`src/rtl/fn1_dot_pkg.sv`:
```
// fn1_dot_pkg: shared widths, pipeline depth and tag type for the fn1 dot-product stage.
package fn1_dot_pkg;
  localparam int ACC_W_DEF  = 40;
  localparam int CNT_W_DEF  = 16;
  localparam int MUL_STAGES = 3;
  localparam int OP_W       = 16;
  localparam int PROD_W     = 2 * OP_W;
  typedef struct packed {
    logic v;
    logic last;
  } tag_t;
endpackage

```
`src/rtl/fn1_dot_mul.sv`:
```
// fn1_dot_mul: 3-register signed multiplier (input regs, product reg, output reg) with clock enable.
module fn1_dot_mul
  import fn1_dot_pkg::*;
(
  input  logic                     clk,
  input  logic                     ce_i,
  input  logic signed [OP_W-1:0]   a_i,
  input  logic signed [OP_W-1:0]   b_i,
  output logic signed [PROD_W-1:0] p_o
);
  logic signed [OP_W-1:0]   a_q, b_q;
  logic signed [PROD_W-1:0] m_q, p_q;
  // Data path carries no reset; the tag pipeline in the parent marks which stages are live.
  always_ff @(posedge clk) begin
    if (ce_i) begin
      a_q <= a_i;
      b_q <= b_i;
      m_q <= a_q * b_q;
      p_q <= m_q;
    end
  end
  assign p_o = p_q;
endmodule

```
`src/rtl/fn1_dot_acc.sv`:
```
// fn1_dot_acc: streaming signed dot product; accumulates per-frame products and emits one sum per frame.
module fn1_dot_acc
  import fn1_dot_pkg::*;
#(
  parameter int ACC_W = ACC_W_DEF,
  parameter int CNT_W = CNT_W_DEF
) (
  input  logic             clk,
  input  logic             reset,
  input  logic             in_valid,
  output logic             in_ready,
  input  logic [OP_W-1:0]  in_a,
  input  logic [OP_W-1:0]  in_b,
  input  logic             in_last,
  output logic             out_valid,
  input  logic             out_ready,
  output logic [ACC_W-1:0] out_data,
  output logic [CNT_W-1:0] out_count
);
  tag_t [MUL_STAGES-1:0]   tag_q, tag_d;
  tag_t                    tag_in;
  logic [ACC_W-1:0]        acc_q, acc_d, sum, p_ext;
  logic [CNT_W-1:0]        cnt_q, cnt_d, out_count_q, out_count_d;
  logic [ACC_W-1:0]        out_data_q, out_data_d;
  logic                    first_q, first_d, out_valid_q, out_valid_d;
  logic                    adv, fire, done;
  logic signed [PROD_W-1:0] p;

  fn1_dot_mul u_mul (
    .clk  (clk),
    .ce_i (adv),
    .a_i  (in_a),
    .b_i  (in_b),
    .p_o  (p)
  );

  assign tag_in = '{v: in_valid, last: in_valid && in_last};
  assign p_ext  = ACC_W'(p);

  // A held, unaccepted result freezes the multiplier and tags together so they stay aligned.
  always_comb begin
    adv         = !out_valid_q || out_ready;
    tag_d       = adv ? {tag_q[MUL_STAGES-2:0], tag_in} : tag_q;
    fire        = adv && tag_q[MUL_STAGES-1].v;
    done        = fire && tag_q[MUL_STAGES-1].last;
    sum         = (first_q ? '0 : acc_q) + p_ext;
    acc_d       = fire ? (done ? '0 : sum) : acc_q;
    cnt_d       = fire ? (done ? '0 : cnt_q + 1'b1) : cnt_q;
    first_d     = fire ? done : first_q;
    out_valid_d = done || (out_valid_q && !out_ready);
    out_data_d  = done ? sum : out_data_q;
    out_count_d = done ? cnt_q + 1'b1 : out_count_q;
  end

  always_ff @(posedge clk or negedge reset) begin
    if (!reset) begin
      tag_q       <= '0;
      acc_q       <= '0;
      cnt_q       <= '0;
      first_q     <= 1'b1;
      out_valid_q <= 1'b0;
      out_data_q  <= '0;
      out_count_q <= '0;
    end else begin
      tag_q       <= tag_d;
      acc_q       <= acc_d;
      cnt_q       <= cnt_d;
      first_q     <= first_d;
      out_valid_q <= out_valid_d;
      out_data_q  <= out_data_d;
      out_count_q <= out_count_d;
    end
  end

  assign in_ready  = adv;
  assign out_valid = out_valid_q;
  assign out_data  = out_data_q;
  assign out_count = out_count_q;
endmodule
```
`config.mk`:
```
export PLATFORM = sky130hd
export DESIGN_NAME = fn1_dot_acc
export DESIGN_NICKNAME = d
export VERILOG_FILES = /design/src/rtl/fn1_dot_pkg.sv /design/src/rtl/fn1_dot_mul.sv /design/src/rtl/fn1_dot_acc.sv
export SDC_FILE = /design/constraint.sdc
export NUM_CORES = 1
export LEC_CHECK = 0
export BUFFER_PORTS_ARGS = -buffer_cell sky130_fd_sc_hd__buf_2
export CAP_MARGIN = 20
export CORE_MARGIN = 4
export CORE_UTILIZATION = 67
export DETAILED_ROUTE_END_ITERATION = 12
export HOLD_SLACK_MARGIN = 0.12
export PLACE_DENSITY = 0.86
export SYNTH_ARGS = -nofsm -noshare
export SYNTH_HDL_FRONTEND = slang
export SYNTH_SLANG_ARGS = --single-unit
```
`constraint.sdc`:
```
create_clock -name clk -period 19.95 [get_ports clk]
set_clock_uncertainty 0.1 [all_clocks]
set_input_delay 1.995 -clock clk [delete_from_list [all_inputs] [get_ports clk]]
set_output_delay 1.995 -clock clk [all_outputs]
set_load 0.05 [all_outputs]
```
==> results of run 1 <==
[logic make-up after synthesis]
group                    Yosys count
AO/OA/AOI/OAI                    300
XOR/XNOR                          85
adder cells (fa/ha/maj)          385
buffers and inverters            379
flip-flops                       216
multiplexers                      25
AND/OR/NAND/NOR                  530
[worst paths after layout]
path | cells after the start | startpoint | end
setup / recovery | 20 | u_mul.a_q[10]$_DFFE_PN_ | u_mul.m_q[29]$_DFFE_PN_
hold / removal | 0 | u_mul.m_q[15]$_DFFE_PN_ | u_mul.p_o[15]$_DFFE_PN_
setup reg to reg | 20 | u_mul.a_q[10]$_DFFE_PN_ | u_mul.m_q[29]$_DFFE_PN_
hold reg to reg | 0 | u_mul.m_q[15]$_DFFE_PN_ | u_mul.p_o[15]$_DFFE_PN_
max in group asynchronous | 2 | reset | out_count[11]$_DFFE_PN0P_
min in group asynchronous | 1 | reset | tag_q[1]$_DFFE_PN0N_
[per-stage QoR]
stage / std cells / util
after floorplan: 1920 / -
after global placement: 2330 / 0.708
after detailed placement: 2330 / 0.708
after CTS: 2373 / 0.738
after global routing: 2374 / 0.739
final: 2376 / 0.739
[registers in the layout (all words and copies together), names as in the netlist]
signal and count:
first_q 1, u_mul.a_q 16, cnt_q 16, tag_q 6
u_mul.m_q 32, out_valid 1, u_mul.b_q 16, u_mul.p_o 32
out_data 40, acc_q 40, out_count 16
[cells in the final DEF, fill, tap and decap left out, types with 13 or more instances in the layout]
master,Yosys,routed
inv_1,305,305
buf_2,0,93
a21o_1,25,25
nor2b_1,45,45
and3_1,17,17
ha_1,122,122
mux2_2,19,19
xor2_1,28,28
o31ai_1,15,15
nor2_1,59,58
nand2b_1,17,16
dfrtp_1,119,119
edfxtp_1,96,96
clkbuf_16,0,28
o21ai_1,17,17
nand3_1,21,20
nand2_1,218,217
xnor2_1,57,57
o21ai_0,92,92
fa_1,263,263
a21oi_1,60,60
and2_1,128,128
a22o_1,18,18
a31oi_1,13,13
[per-layer routing]
layer,GRT usage,up-vias
met5,0,-
met4,0.0860,0
met3,0.0451,118
met2,0.466,511
met1,0.385,6851
li1,-,6272
[final cells by class]
cell class | instances | area, um^2
multi-input combinational | 1325 | 12400
fill | 1953 | 7510
sequential | 216 | 5890
inverter | 305 | 1140
clock buffer | 33 | 749
timing repair buffer | 101 | 546
tap | 384 | 480
clock inverter | 10 | 105
antenna | 2 | 5.00
==> results.yml, run 1 <==
global_route:
  antenna_found_initial: 0
  grt_max_degree: 96
  gr-total-overflow: 0
  grt_util_all_layers: 0.281
  grt_pass1_wl_um: 72300
  grt_pass1_vias: 14600
synth:
  yosys_warnings: 0
  synth-simple-area-share: 0.133
  synth.area.mux_share: 0.0143
  synthTopCellsByCount: "inv_1 (305), fa_1 (263), nand2_1 (218)"
  yosysTopAreaCell: "fa_1"
  synth_xor_area_frac: 0.0379
  synth.avg_cell_area_um2: 10.2
  synth_ff_type: "dfrtp_1"
  yosys_register_bits: 216
  synth_edf_count: 96
  synth.area.top_cells: "fa_1 (27%), dfrtp_1 (15%), edfxtp_1 (15%)"
  synth-adder-area-share: 0.346
  ys_types: 65
  syn-num-nets: 2342
  synth_cells: 1920
  synth.most_common_cell: "inv_1"
  synth_top_family_by_area: "adder cells"
  synthArstFlopShare: 0.556
  syn-cell-area_um2: 19600
  yosys.area.top_type_share: 0.268
  yosysSeqAreaShare: 0.300
  synth_compound_area_frac: 0.0970
clocking:
  cts_resized: 0
  cts_htree_levels: 1
  clk_pin_slew_worst_paths_ns: 0.06
  ctsRootBufferMaster: "clkbuf_16"
  numCtsBuffers: 24
  cts_tree: "built"
  clockBufferDepth: 3
  ctsHoldBuffers: 0
  clkSinkCount: 216
  clkLatencyLatePin_ns: 0.53
  postCtsSetupBuffers: 0
worst_setup_path:
  worstPathCellList: "nand2_1 > fa_1 > fa_1 > fa_1 > inv_1 > fa_1 > fa_1 > inv_1 > fa_1 > inv_1 > ha_1 > a211oi_1 > nor2_1 > a2111oi_0 > nor2_1 > nor3_2 > a31oi_1 > a211o_1 > a2111o_1 > o211ai_1"
  worstSetupStartpointType: "register"
  critPathTopFamily: "adder cells"
  cp_slowest_cell: "edfxtp_1"
  cpPeakStageDelay_ns: 0.74
  critPathKind: "register to register"
  arrival_ns: 7.19
  cp_max_fo: 16
  endpoint_kind: "register"
  r2r_slack_ns: 13.04
  path_buf_inv: 3
  crit_required_ns: 20.22
  timing.critical_path.mode_cell: "fa_1"
detailed_routing:
  wl_um: 42800
  drtIter0Drc: 1040
  ant_nets: 0
  firstDrtPassIters: 7
  vias_per_cell: 5.79
  drc: 0
  detail_route.wl_per_cell_um: 18.0
  num_vias: 13800
  met1_length_um: 18200
  wl_met3_um: 2790
  wl_met2_um: 20500
  top_layer: "met4"
sta:
  slew_viol_final: 0
  maxSlewHeadroom: 0.367
  fin_hold_ws_ns: 0.317
  setup_tns_ns: 0
  hold_violations: 0
  worst_pin_slew_ns: 0.950
  setup_violations: 0
  rsz0062_at_grt: "false"
  finalCriticalPeriod_ns: 6.91
  max_freq_mhz: 145
  finalCritPeriodShare: 0.347
  fin_ws_ns: 13.04
place:
  portBuffers: 94
  dp.final_hpwl_um: 32800
  dp_slack_ns: 13.19
  globalplace.congestion: 0.914
  placed_area_um2: 20400
finish:
  final_nets: 2395
  drive_gt1_frac: 0.0894
  design_area_um2: 21300
  area_delta_synth_final_pct: 8.27
floorplanning:
  die_h_um: 179
  ios: 95
  die_area_um2: 32100
  start_util: 0.683
  core_area_um2: 28800
  rows: 62
  die_x_um: 179
flow_run:
  max_cap_viol_count: 0
outcome:
  status: "complete, no violations"
hold_path:
  hp-class: "register to register"
Power of run 1 is left out: the tool's default activity adds up to more than one toggle a clock period on the data nets, which glitch-free logic cannot reach.
==> run 2: changes to the inputs <==
- CORE_UTILIZATION: 67 -> 58
- PLACE_DENSITY: 0.86 -> 0.79
- clock period: 19.95 -> 6 ns (I/O delays scaled with it)
==> results.yml, run 2 (synthesized netlist as in run 1, its figures left out) <==
detailed_routing:
  detail_route.wl_per_cell_um: 17.0
  wl_um: 44000
  firstDrtPassIters: 5
  vias_per_cell: 5.43
  drc: 0
  drtIter0Drc: 929
  ant_nets: 0
  num_vias: 14100
sta:
  fin_hold_ws_ns: 0.147
  slew_viol_final: 0
  fin_ws_ns: -0.305
  setup_tns_ns: -1.22
  hold_violations: 0
  worst_pin_slew_ns: 0.973
  max_freq_mhz: 159
  finalCritPeriodShare: 1.05
  rsz0062_at_grt: "true"
  maxSlewHeadroom: 0.351
  setup_violations: 6
  finalCriticalPeriod_ns: 6.31
worst_setup_path:
  cp_max_fo: 5
  crit_required_ns: 6.26
  worstSetupStartpointType: "register"
  r2r_slack_ns: -0.31
  endpoint_kind: "register"
  critPathKind: "register to register"
  arrival_ns: 6.57
flow_run:
  max_cap_viol_count: 0
floorplanning:
  rows: 67
  core_area_um2: 33400
  die_x_um: 192
  start_util: 0.587
  ios: 95
  die_h_um: 192
  die_area_um2: 36900
clocking:
  clkSinkCount: 216
  clk_pin_slew_worst_paths_ns: 0.06
  clkLatencyLatePin_ns: 0.54
  numCtsBuffers: 24
  clockBufferDepth: 3
  cts_htree_levels: 1
  cts_tree: "built"
  ctsRootBufferMaster: "clkbuf_16"
hold_path:
  hp-class: "primary input to register"
global_route:
  grt_pass1_wl_um: 73000
  antenna_found_initial: 0
  grt_util_all_layers: 0.242
  grt_pass1_vias: 15000
  met1_usage: 0.321
  top_usage_layer: "met2"
  met3_usage: 0.0271
  met2_usage: 0.430
  grt_max_degree: 96
  gr-total-overflow: 0
outcome:
  status: "complete, but fails checks"
  violations: "setup timing"
finish:
  final_nets: 2552
  drive_gt1_frac: 0.192
  layout_common_cells: "inv_1 (288), fa_1 (250), nand2_1 (214), buf_4 (139), dfrtp_1 (119)"
  final_common_cell: "inv_1"
  num_antenna_cells: 0
  area_delta_synth_final_pct: 16.9
place:
  globalplace.congestion: 0.923
  portBuffers: 94
  dp.final_hpwl_um: 33700
## run 2: cell types whose count changed in the layout (fill, tap and decap cells not counted), moves of 13 or more
cell / delta
buf_4: +132
buf_6: +18
inv_1: -17
inv_2: +17
fa_1: -13
fa_2: +13
## run 2: timing repair
item | 4_1_cts | 5_1_grt
resized for setup | 46 | 56
pin swaps | 44 | 44
hold buffers | 5 | 0
setup endpoints to repair | 8 | 13
endpoints found under the hold margin | 59 | 0
setup buffers | 17 | 13
## run 2: critical path: stages (launching register included)
cell and delay [ns]:
edfxtp_1 0.48, buf_6 0.15, nand2_4 0.04, buf_6 0.11
fa_1 0.51, inv_2 0.05, fa_1 0.46, fa_1 0.62
fa_1 0.46, fa_1 0.53, inv_1 0.05, fa_1 0.52
inv_2 0.05, ha_4 0.21, and3_4 0.16, a22o_4 0.27
nor2_4 0.12, nor2_4 0.06, nor3_4 0.20, a31oi_2 0.13
a211o_1 0.35, a2111o_1 0.37, o211ai_1 0.12
## run 2: final timing paths
kind | start | endpoint | cells past startpoint
hold reg to reg | u_mul.m_q[20]$_DFFE_PN_ | u_mul.p_o[20]$_DFFE_PN_ | 0
hold / removal | in_a[3] | u_mul.a_q[3]$_DFFE_PN_ | 1
setup reg to reg | u_mul.b_q[1]$_DFFE_PN_ | u_mul.m_q[29]$_DFFE_PN_ | 22
max in group asynchronous | reset | acc_q[29]$_DFFE_PN0P_ | 3
min in group asynchronous | reset | tag_q[3]$_DFFE_PN0N_ | 2
setup / recovery | u_mul.b_q[1]$_DFFE_PN_ | u_mul.m_q[29]$_DFFE_PN_ | 22
## run 2: layout make-up
cell class              count  area (um^2)
fillers                  2379        10500
repair buffers            258         1810
clock buffers              28          636
well taps                 448          561
flip-flops and latches    216         5890
inverters                 305         1140
clock inverters            16          181
multi-input cells        1325        12800
## run 2: routing by layer
layer | vias to the layer above | wire, um | part of all wire
met4 | 0 | 1310 | 0.030
met5 | - | 0 | 0
met3 | 122 | 2020 | 0.046
met2 | 422 | 22200 | 0.50
li1 | 6578 | - | -
met1 | 6970 | 18500 | 0.42
## run 2: stage by stage
step | cell area (um^2) | util | std cells | worst slack [ns]
final | 23000 | 0.687 | 2596 | -0.305
after global routing | 23000 | 0.687 | 2596 | -0.490
after CTS | 22600 | 0.676 | 2582 | -0.264
after detailed placement | 21500 | 0.643 | 2516 | -0.423
after global placement | 21500 | 0.643 | 2516 | -0.299
after floorplan | 19800 | - | 1920 | -0.136
Power of run 2 is left out for the same reason.
